File: src/rtl/serial_chunk_adder_pkg.sv
// Shared definitions for the serial chunk adder: FSM state encodings and
// the helper used to size the chunk counter.
package serial_chunk_adder_pkg;

    localparam logic [1:0] ST_IDLE = 2'd0;
    localparam logic [1:0] ST_RUN  = 2'd1;
    localparam logic [1:0] ST_HOLD = 2'd2;

    typedef logic [1:0] state_t;

    // Counter width for n chunks; never narrower than one bit so NCH==1 still works.
    function automatic int cnt_width(input int n);
        int w;
        w = 1;
        while ((1 << w) < n) begin
            w++;
        end
        return w;
    endfunction

endpackage

File: src/rtl/serial_chunk_adder_rca.sv
// Combinational CHUNK-bit ripple-carry slice built from one-bit full adders.
// Also exposes the carry into the top bit so the caller can form signed overflow.
module serial_chunk_adder_rca #(
    parameter int CHUNK = 4
) (
    input  logic [CHUNK-1:0] a,
    input  logic [CHUNK-1:0] b,
    input  logic             cin,
    output logic [CHUNK-1:0] s,
    output logic             cout,
    output logic             c_msb
);

    logic [CHUNK:0] c;

    assign c[0] = cin;

    generate
        for (genvar gi = 0; gi < CHUNK; gi++) begin : g_fa
            assign s[gi]    = a[gi] ^ b[gi] ^ c[gi];
            assign c[gi+1]  = (a[gi] & b[gi]) | (c[gi] & (a[gi] ^ b[gi]));
        end
    endgenerate

    assign cout  = c[CHUNK];
    assign c_msb = c[CHUNK-1];

endmodule

File: src/rtl/serial_chunk_adder.sv
// Area-lean WIDTH-bit add/subtract that pushes CHUNK bits per clock through one
// reused ripple slice, with valid/ready handshakes on both operands and result.
module serial_chunk_adder
    import serial_chunk_adder_pkg::*;
#(
    parameter int WIDTH = 16,
    parameter int CHUNK = 4
) (
    input  logic             clk,
    input  logic             rst,
    input  logic             in_valid,
    output logic             in_ready,
    input  logic [WIDTH-1:0] a,
    input  logic [WIDTH-1:0] b,
    input  logic             cin,
    input  logic             sub,
    output logic             out_valid,
    input  logic             out_ready,
    output logic [WIDTH:0]   sum,
    output logic             ovf
);

    localparam int NCH = WIDTH / CHUNK;
    localparam int CW  = cnt_width(NCH);

    generate
        if ((CHUNK < 1) || (CHUNK > WIDTH) || ((WIDTH % CHUNK) != 0)) begin : g_bad_params
            $error("serial_chunk_adder: WIDTH must be a non-zero multiple of CHUNK");
        end
    endgenerate

    state_t            state_q, state_d;
    logic [CW-1:0]     count_q, count_d;
    logic [WIDTH-1:0]  a_q, a_d;
    logic [WIDTH-1:0]  b_q, b_d;
    logic              carry_q, carry_d;
    logic [WIDTH:0]    sum_q, sum_d;
    logic              ovf_q, ovf_d;
    logic              out_valid_q, out_valid_d;

    logic [CHUNK-1:0]  a_chunk, b_chunk, slice_s;
    logic              slice_cout, slice_c_msb;
    logic              last_chunk;

    assign in_ready   = (state_q == ST_IDLE) & ~rst;
    assign last_chunk = (count_q == CW'(NCH - 1));

    // Operand chunk select driven by the counter; operands stay put after latching.
    always_comb begin
        a_chunk = '0;
        b_chunk = '0;
        for (int i = 0; i < NCH; i++) begin
            if (count_q == CW'(i)) begin
                a_chunk = a_q[i*CHUNK +: CHUNK];
                b_chunk = b_q[i*CHUNK +: CHUNK];
            end
        end
    end

    serial_chunk_adder_rca #(
        .CHUNK (CHUNK)
    ) u_slice (
        .a     (a_chunk),
        .b     (b_chunk),
        .cin   (carry_q),
        .s     (slice_s),
        .cout  (slice_cout),
        .c_msb (slice_c_msb)
    );

    always_comb begin
        state_d     = state_q;
        count_d     = count_q;
        a_d         = a_q;
        b_d         = b_q;
        carry_d     = carry_q;
        sum_d       = sum_q;
        ovf_d       = ovf_q;
        out_valid_d = out_valid_q;

        case (state_q)
            ST_IDLE: begin
                if (in_valid && in_ready) begin
                    // Subtraction is a + ~b + ~cin, so invert b and the carry up front.
                    a_d     = a;
                    b_d     = sub ? ~b : b;
                    carry_d = cin ^ sub;
                    count_d = '0;
                    state_d = ST_RUN;
                end
            end

            ST_RUN: begin
                carry_d = slice_cout;
                count_d = count_q + CW'(1);
                for (int i = 0; i < NCH; i++) begin
                    if (count_q == CW'(i)) begin
                        sum_d[i*CHUNK +: CHUNK] = slice_s;
                    end
                end
                if (last_chunk) begin
                    sum_d[WIDTH] = slice_cout;
                    ovf_d        = slice_c_msb ^ slice_cout;
                    out_valid_d  = 1'b1;
                    count_d      = '0;
                    state_d      = ST_HOLD;
                end
            end

            ST_HOLD: begin
                if (out_ready) begin
                    out_valid_d = 1'b0;
                    state_d     = ST_IDLE;
                end
            end

            default: begin
                state_d = ST_IDLE;
            end
        endcase
    end

    always_ff @(posedge clk or posedge rst) begin
        if (rst) begin
            state_q     <= ST_IDLE;
            count_q     <= '0;
            a_q         <= '0;
            b_q         <= '0;
            carry_q     <= 1'b0;
            sum_q       <= '0;
            ovf_q       <= 1'b0;
            out_valid_q <= 1'b0;
        end else begin
            state_q     <= state_d;
            count_q     <= count_d;
            a_q         <= a_d;
            b_q         <= b_d;
            carry_q     <= carry_d;
            sum_q       <= sum_d;
            ovf_q       <= ovf_d;
            out_valid_q <= out_valid_d;
        end
    end

    assign sum       = sum_q;
    assign ovf       = ovf_q;
    assign out_valid = out_valid_q;

endmodule

File: config.mk
export PLATFORM = sky130hd
export DESIGN_NAME = serial_chunk_adder
export DESIGN_NICKNAME = d
export VERILOG_FILES = /design/src/rtl/serial_chunk_adder_pkg.sv /design/src/rtl/serial_chunk_adder_rca.sv /design/src/rtl/serial_chunk_adder.sv
export SDC_FILE = /design/constraint.sdc
export NUM_CORES = 1
export LEC_CHECK = 0
export BUFFER_PORTS_ARGS = -buffer_cell sky130_fd_sc_hd__buf_2
export CORE_ASPECT_RATIO = 0.9
export CORE_MARGIN = 2
export CORE_UTILIZATION = 49
export DETAILED_ROUTE_END_ITERATION = 8
export PLACE_DENSITY = 0.76
export SLEW_MARGIN = 20
export SYNTH_ARGS = -nofsm -noshare
export SYNTH_HDL_FRONTEND = slang
export SYNTH_HIERARCHICAL = 1
export SYNTH_SLANG_ARGS = --single-unit
export TNS_END_PERCENT = 1
File: constraint.sdc
create_clock -name clk -period 3.07 [get_ports clk]
set_clock_uncertainty 0.1 [all_clocks]
set_input_delay 0.614 -clock clk [delete_from_list [all_inputs] [get_ports clk]]
set_output_delay 0.614 -clock clk [all_outputs]
set_load 0.02 [all_outputs]
==> flow_metrics.py, run 1 <==
metrics = {
    "run_status": {
        "status": "finished, violations left",
        "failed_checks": "setup timing",
    },
    "yosys": {
        "synthMuxAreaShare_pct": 11.91,
        "synthesis.nets": 288,
        "area_of_the_mapped_netlist_mm2": 0.002743,
        "synth.ff_latch_count": 56,
        "synth_top_cell_area_share_pct": 51.09,
        "synthTopCellsByArea": "sky130_fd_sc_hd__dfrtp_1 (51%), sky130_fd_sc_hd__mux2_2 (12%), sky130_fd_sc_hd__xnor2_1 (5.7%)",
        "synth-seq-area-share_pct": 51.09,
        "count_of_yosys_warnings_during_synthesis": 6,
        "adder_cell_area_share_of_the_yosys_netlist_pct": 4.745,
        "synth_xor_xnor_area_share_pct": 5.748,
        "post_synth_and_or_nand_nor_area_fraction_pct": 8.668,
        "main_combinational_cell_family_by_area_after_synthesis": "compound AO/OA/AOI/OAI gates",
        "post_syn_instances": 242,
        "post_synthesis_compound_gate_area_fraction_pct": 12.18,
        "yosysTopAreaCell": "sky130_fd_sc_hd__dfrtp_1",
        "post_synth_num_cell_types": 28,
        "syn_area_per_cell_um2": 11.33,
    },
    "floorplanning": {
        "row_count": 25,
        "floorplan.initialDensity_pct": 51.58,
        "ioPinCount": 58,
        "floorplan.die.width_um": 82.86,
        "core-area_mm2": 0.005318,
        "die_area_mm2": 0.006212,
        "die-height_um": 74.98,
    },
    "finish": {
        "area_growth_syn_to_layout_pct": 20.85,
        "final_cells": 371,
        "final_cell_mix": "sky130_fd_sc_hd__buf_2 (57), sky130_fd_sc_hd__dfrtp_1 (55), sky130_fd_sc_hd__mux2_2 (28), sky130_fd_sc_hd__a21oi_1 (20)",
        "nNetsFinal": 349,
        "final_layout_size_suffix_gt1_share_pct": 42.76,
        "antenna_cells": 0,
        "mostFrequentLayoutCell": "sky130_fd_sc_hd__buf_2",
    },
    "place": {
        "place_hpwl_um": 4113,
        "place.port_buffers": 57,
        "dp_slack_ns": -0.1328,
        "dp.cells": 362,
        "gp_congestion": 0.7625,
    },
    "grt": {
        "global_route_wire_length_before_repair_um": 9480,
        "maximum_number_of_pins_on_one_net_before_global_route_repair": 58,
        "grt.total_usage_pct": 19.44,
        "grt_antenna_before_repair": 0,
        "grt_pass1_vias": 1959,
        "grt.overflow.total": 0,
    },
    "route": {
        "residual_drc": 0,
        "count_of_antenna_violating_nets_left_after_detailed_routing": 0,
        "detailedRoute.firstPassIterationCount": 4,
        "avgRoutedWirePerCell_um": 14.75,
        "detailed_route_wire_length_um": 5471,
        "count_of_routing_violations_after_the_opening_detailed_route_iteration": 72,
        "vias": 1934,
        "vias_per_cell": 5.213,
    },
    "sta": {
        "transition_time_at_the_pin_with_the_least_slew_margin_ns": 0.6156,
        "report.final.hold_viol_count": 0,
        "setup_tns_ns": -0.2335,
        "worst_slack_ns": -0.06566,
        "grt_setup_unrepaired": "true",
        "setup_viol": 4,
        "post-route-min-period_ns": 3.136,
        "post-route-period-util_pct": 102.1,
        "holdWs_ns": 0.2973,
        "relative_slew_slack_pct": 58.88,
        "timing.final.max_slew_violations": 0,
        "max_clock_freq_ghz": 0.3189,
    },
    "clocking": {
        "cts-hold-fix-buffers": 0,
        "tritoncts.num_buffers": 5,
        "cts_sinks": 56,
        "cts_tree": "done",
        "clock_tree.buffer_depth": 2,
        "insertion_delay_ns": 0.31,
        "cts.clk_slew.worst_paths_ns": 0.10,
        "htreeDepth": 2,
        "cts.root.buffer_cell": "sky130_fd_sc_hd__clkbuf_8",
    },
    "setup_path": {
        "setup.worst_path.start": "count_q[0]$_DFFE_PP0P_",
        "critPathCaptureType": "flip-flop",
        "max_stage_delay_ns": 0.48,
        "crit_path_frequent_cell": "sky130_fd_sc_hd__fa_2",
        "cpMaxStageDelayCell": "sky130_fd_sc_hd__dfrtp_2",
        "startpoint_types": "flip-flop",
        "worstSetupEndpoint": "sum[15]$_DFFE_PP0P_",
        "critPathKind": "reg -> reg",
        "reg2reg_from": "count_q[0]$_DFFE_PP0P_",
        "critPathArrivalTime_ns": 3.24,
        "reg2regPathDepth": 12,
        "cp_cell_sequence": "inv_4, ha_4, nor2b_4, a221oi_2, o31ai_4, fa_2, inv_1, fa_2, fa_2, inv_2, fa_2, mux2_4",
        "critical_path_rt_ns": 3.18,
        "critical_path.max_fanout": 4,
        "r2r-end": "sum[15]$_DFFE_PP0P_",
        "ff2ff_setup_slack_ns": -0.07,
    },
    "power": {
        "leakage_nw": 1.483,
        "ir_drop_mv": 0.6539,
        "totalPowerFinal_w": 0.004051,
        "power_density_mw_per_mm2": 1222,
    },
    "min_path": {
        "timing.hold.worst.class": "in -> async",
    },
    "flow_run": {
        "max_cap_violations": 0,
    },
}
## metal layers
| metal | global-route usage [%] | vias up | wire [µm] |
|---|---|---|---|
| met2 | 32.35 | 53 | 2587 |
| met3 | 4.825 | 11 | 297 |
| met1 | 25.81 | 938 | 2477 |
| met4 | 6.011 | 0 | 108 |
| li1 | - | 932 | - |
| met5 | 0 | - | 0 |
## registers in the layout, indices dropped and copies added (netlist names)
name and flops:
carry_q 1, b_q 16, a_q 16, state_q 2, sum 17, out_valid 1
ovf 1, count_q 2
## metrics by stage
stage / utilization, % / cell area (µm²)
final: 62.33 / 3314
after global routing: 62.33 / 3314
after CTS: 62.07 / 3301
after detailed placement: 59.74 / 3177
after global placement: 59.74 / 3177
after floorplan: - / 2853
## worst max-delay path: cells and delay by family, from the launching register on
kind | cells | cell delay (ns)
AND/OR/NAND/NOR | 1 | 0.16
flip-flops | 1 | 0.48
buffers and inverters | 3 | 0.23
adder cells (fa/ha/maj) | 5 | 1.49
AO/OA/AOI/OAI | 2 | 0.29
multiplexers | 1 | 0.28
## Yosys cell counts
cell type                  count
sky130_fd_sc_hd__dfrtp_1      56
sky130_fd_sc_hd__mux2_2       29
sky130_fd_sc_hd__a21oi_1      20
sky130_fd_sc_hd__nor2_1       18
sky130_fd_sc_hd__xnor2_1      18
sky130_fd_sc_hd__inv_1        16
sky130_fd_sc_hd__nand2_1      16
sky130_fd_sc_hd__o21ai_0      11
sky130_fd_sc_hd__nor2b_1       6
sky130_fd_sc_hd__o31ai_1       6
sky130_fd_sc_hd__a21oi_2       5
sky130_fd_sc_hd__a221oi_1      4
sky130_fd_sc_hd__a22o_1        4
sky130_fd_sc_hd__buf_2         4
sky130_fd_sc_hd__buf_6         4
sky130_fd_sc_hd__fa_1          4
sky130_fd_sc_hd__ha_1          4
sky130_fd_sc_hd__clkbuf_1      3
sky130_fd_sc_hd__nand2_2       3
sky130_fd_sc_hd__buf_4         2
sky130_fd_sc_hd__nor3_1        2
sky130_fd_sc_hd__a211oi_2      1
sky130_fd_sc_hd__buf_1         1
sky130_fd_sc_hd__nand2b_1      1
sky130_fd_sc_hd__nand3b_1      1
sky130_fd_sc_hd__nor4b_4       1
sky130_fd_sc_hd__o21bai_1      1
sky130_fd_sc_hd__or3_1         1
## report_power, final
group          switching, W  internal, W
Clock              0.000234     0.000242
Combinational       0.00120      0.00103
Sequential         0.000235      0.00111
Total               0.00167      0.00238
## how the worst min path moves through the flow
stage / end / slack [ns] / depth (start not counted)
2_1_floorplan: a_q[3]$_DFFE_PP0P_ / 0.38 / 1
3_3_place_gp: ovf$_DFFE_PP0P_ / 0.36 / 2
3_5_place_dp: ovf$_DFFE_PP0P_ / 0.37 / 2
4_1_cts: count_q[1]$_DFFE_PP0P_ / 0.32 / 2
5_1_grt: a_q[8]$_DFFE_PP0P_ / 0.35 / 2
6_report: count_q[1]$_DFFE_PP0P_ / 0.30 / 2
## cell families (layout without fill, tap and decap cells)
| family | Yosys count | count (layout) |
|---|---|---|
| and+or+nand+nor | 49 | 49 |
| DFF | 56 | 56 |
| AOI/OAI and AO/OA | 52 | 52 |
| xor gates and xnor gates | 18 | 18 |
| muxes | 29 | 29 |
| adders and majority gates | 8 | 8 |
| buffers and inverters | 30 | 92 |
## what timing repair did
item / CTS / global route
hold endpoints to repair: 0 / 0
resized for setup: 4 / 2
setup buffers: 1 / 0
pin swaps: 1 / 1
endpoints found under the setup margin: 7 / 4
## layout make-up
| type | instances | area [µm²] |
|---|---|---|
| Multi-Input combinational cell | 156 | 1277 |
| Inverter | 16 | 62.56 |
| Clock buffer | 6 | 72.57 |
| Timing Repair Buffer | 68 | 380.4 |
| Sequential cell | 56 | 1403 |
| Tap cell | 67 | 83.83 |
| Clock inverter | 2 | 35.03 |
| Fill cell | 443 | 2003 |
No activity file was read; power rests on OpenSTA's default activity.
==> run 2, diff against run 1 <==
SKIP_CTS_REPAIR_TIMING = 1   (was not set)
==> flow_metrics.py, run 2 (synthesis gave the netlist of run 1 again) <==
metrics = {
    "run_status": {
        "status": "finished, violations left",
        "failed_checks": "setup timing",
    },
    "setup_path": {
        "reg2reg_from": "count_q[0]$_DFFE_PP0P_",
        "ff2ff_setup_slack_ns": -0.1,
        "reg2regPathDepth": 12,
        "r2r-end": "sum[15]$_DFFE_PP0P_",
        "startpoint_types": "flip-flop",
        "cp_cell_sequence": "inv_4, buf_4, ha_4, nor2b_1, o31ai_4, fa_2, inv_1, fa_2, fa_2, inv_2, fa_2, mux2_4",
        "critical_path.max_fanout": 7,
        "critPathArrivalTime_ns": 3.27,
        "crit_path_frequent_cell": "sky130_fd_sc_hd__fa_2",
        "max_stage_delay_ns": 0.46,
        "critical_path_rt_ns": 3.18,
        "critPathKind": "reg -> reg",
        "cpMaxStageDelayCell": "sky130_fd_sc_hd__fa_2",
        "critPathCaptureType": "flip-flop",
    },
    "sta": {
        "timing.final.max_slew_violations": 0,
        "grt_setup_unrepaired": "true",
        "worst_slack_ns": -0.09731,
        "post-route-period-util_pct": 103.2,
        "transition_time_at_the_pin_with_the_least_slew_margin_ns": 0.6332,
        "report.final.hold_viol_count": 0,
        "holdWs_ns": 0.2966,
        "setup_viol": 4,
        "relative_slew_slack_pct": 57.70,
        "post-route-min-period_ns": 3.167,
        "max_clock_freq_ghz": 0.3157,
    },
    "route": {
        "vias_per_cell": 5.204,
        "detailed_route_wire_length_um": 5550,
        "residual_drc": 0,
        "count_of_routing_violations_after_the_opening_detailed_route_iteration": 94,
        "avgRoutedWirePerCell_um": 14.88,
        "detailedRoute.firstPassIterationCount": 4,
        "count_of_antenna_violating_nets_left_after_detailed_routing": 0,
        "vias": 1941,
    },
    "flow_run": {
        "max_cap_violations": 0,
    },
    "finish": {
        "nNetsFinal": 351,
        "area_growth_syn_to_layout_pct": 21.17,
        "final_cell_mix": "sky130_fd_sc_hd__buf_2 (57), sky130_fd_sc_hd__dfrtp_1 (54), sky130_fd_sc_hd__mux2_2 (28), sky130_fd_sc_hd__a21oi_1 (20)",
        "filler_cell_count": 445,
        "flip_flop_count_of_the_largest_register_all_copies_and_words_added": 17,
        "final_layout_size_suffix_gt1_share_pct": 43.46,
        "area.sequential_mm2": 0.001404,
        "antenna_cells": 0,
        "mostFrequentLayoutCell": "sky130_fd_sc_hd__buf_2",
        "finish.instance_area_mm2": 0.003323,
        "multiInputGateArea_mm2": 0.001267,
    },
    "clocking": {
        "cts.clk_slew.worst_paths_ns": 0.10,
        "clock_tree.buffer_depth": 2,
        "cts_sinks": 56,
        "htreeDepth": 2,
        "insertion_delay_ns": 0.31,
        "tritoncts.num_buffers": 5,
        "cts_tree": "done",
        "cts.root.buffer_cell": "sky130_fd_sc_hd__clkbuf_8",
    },
    "floorplanning": {
        "floorplan.initialDensity_pct": 51.58,
        "floorplan.die.width_um": 82.86,
        "die_area_mm2": 0.006212,
        "row_count": 25,
        "core-area_mm2": 0.005318,
        "ioPinCount": 58,
        "die-height_um": 74.98,
    },
    "grt": {
        "use_met3_pct": 4.715,
        "grt.total_usage_pct": 19.35,
        "grt-busiest-layer": "met2",
        "global_route_wire_length_before_repair_um": 9439,
        "grt_antenna_before_repair": 0,
        "grt.met2_usage_pct": 32.08,
        "grt_pass1_vias": 1948,
        "grt.overflow.total": 0,
        "maximum_number_of_pins_on_one_net_before_global_route_repair": 58,
        "grt.met1_usage_pct": 25.81,
    },
    "power": {
        "totalPowerFinal_w": 0.004072,
        "power_density_mw_per_mm2": 1225,
        "ir_drop_mv": 0.6540,
        "leakage_nw": 1.490,
    },
    "place": {
        "placed_cell_area_mm2": 0.003177,
        "gp_congestion": 0.7625,
        "place.port_buffers": 57,
        "place_hpwl_um": 4113,
    },
    "min_path": {
        "timing.hold.worst.class": "in -> async",
    },
}
-- run 2: changes by cell type in the layout (fill, tap and decap cells not counted), sizes merged --
cell and change:
buf +2
-- run 2: layout make-up --
cell class	instances	area share, %
sequential	56	42.24
tap	67	2.523
multi-input combinational	156	38.14
clock buffer	6	2.184
clock inverter	2	1.054
timing repair buffer	70	11.90
inverter	16	1.958
-- run 2: metrics by stage --
stage	cells	setup slack, ns	TNS (ns)	util [%]
4_1_cts	370	-0.1409	-0.6389	61.76
3_3_place_gp	362	-0.01740	-0.06652	59.74
2_1_floorplan	242	0.005860	0	-
6_report	373	-0.09731	-0.3578	62.49
3_5_place_dp	362	-0.1328	-0.5442	59.74
5_1_grt	373	-0.2113	-0.8299	62.49
-- run 2: worst max path at each step --
stage	startpoint	end	cells past startpoint
2_1_floorplan	count_q[0]$_DFFE_PP0P_	sum[15]$_DFFE_PP0P_	11
3_3_place_gp	count_q[0]$_DFFE_PP0P_	sum[3]$_DFFE_PP0P_	12
3_5_place_dp	count_q[0]$_DFFE_PP0P_	sum[15]$_DFFE_PP0P_	12
4_1_cts	count_q[0]$_DFFE_PP0P_	sum[15]$_DFFE_PP0P_	12
5_1_grt	count_q[1]$_DFFE_PP0P_	sum[15]$_DFFE_PP0P_	12
6_report	count_q[0]$_DFFE_PP0P_	sum[15]$_DFFE_PP0P_	12
-- run 2: power breakdown --
part / internal (W) / leakage [nW] / total (W) / switching (W)
clock: 0.000242 / 0.0552 / 0.000478 / 0.000236
combinational: 0.00105 / 0.783 / 0.00225 / 0.00120
sequential: 0.00111 / 0.652 / 0.00135 / 0.000238
-- run 2: worst max-delay path: cells and delay by family, from the launching register on --
kind,cells,cell delay (ns)
adders and majority gates,5,1.54
buffers and inverters,4,0.32
AOI/OAI and AO/OA,1,0.21
and+or+nand+nor,1,0.16
DFF,1,0.45
muxes,1,0.28
-- run 2: metal layers --
layer | share of wire [%] | wire, µm
met1 | 45 | 2491
met5 | 0 | 0
met2 | 48 | 2687
met4 | 1.4 | 77
met3 | 5.3 | 294
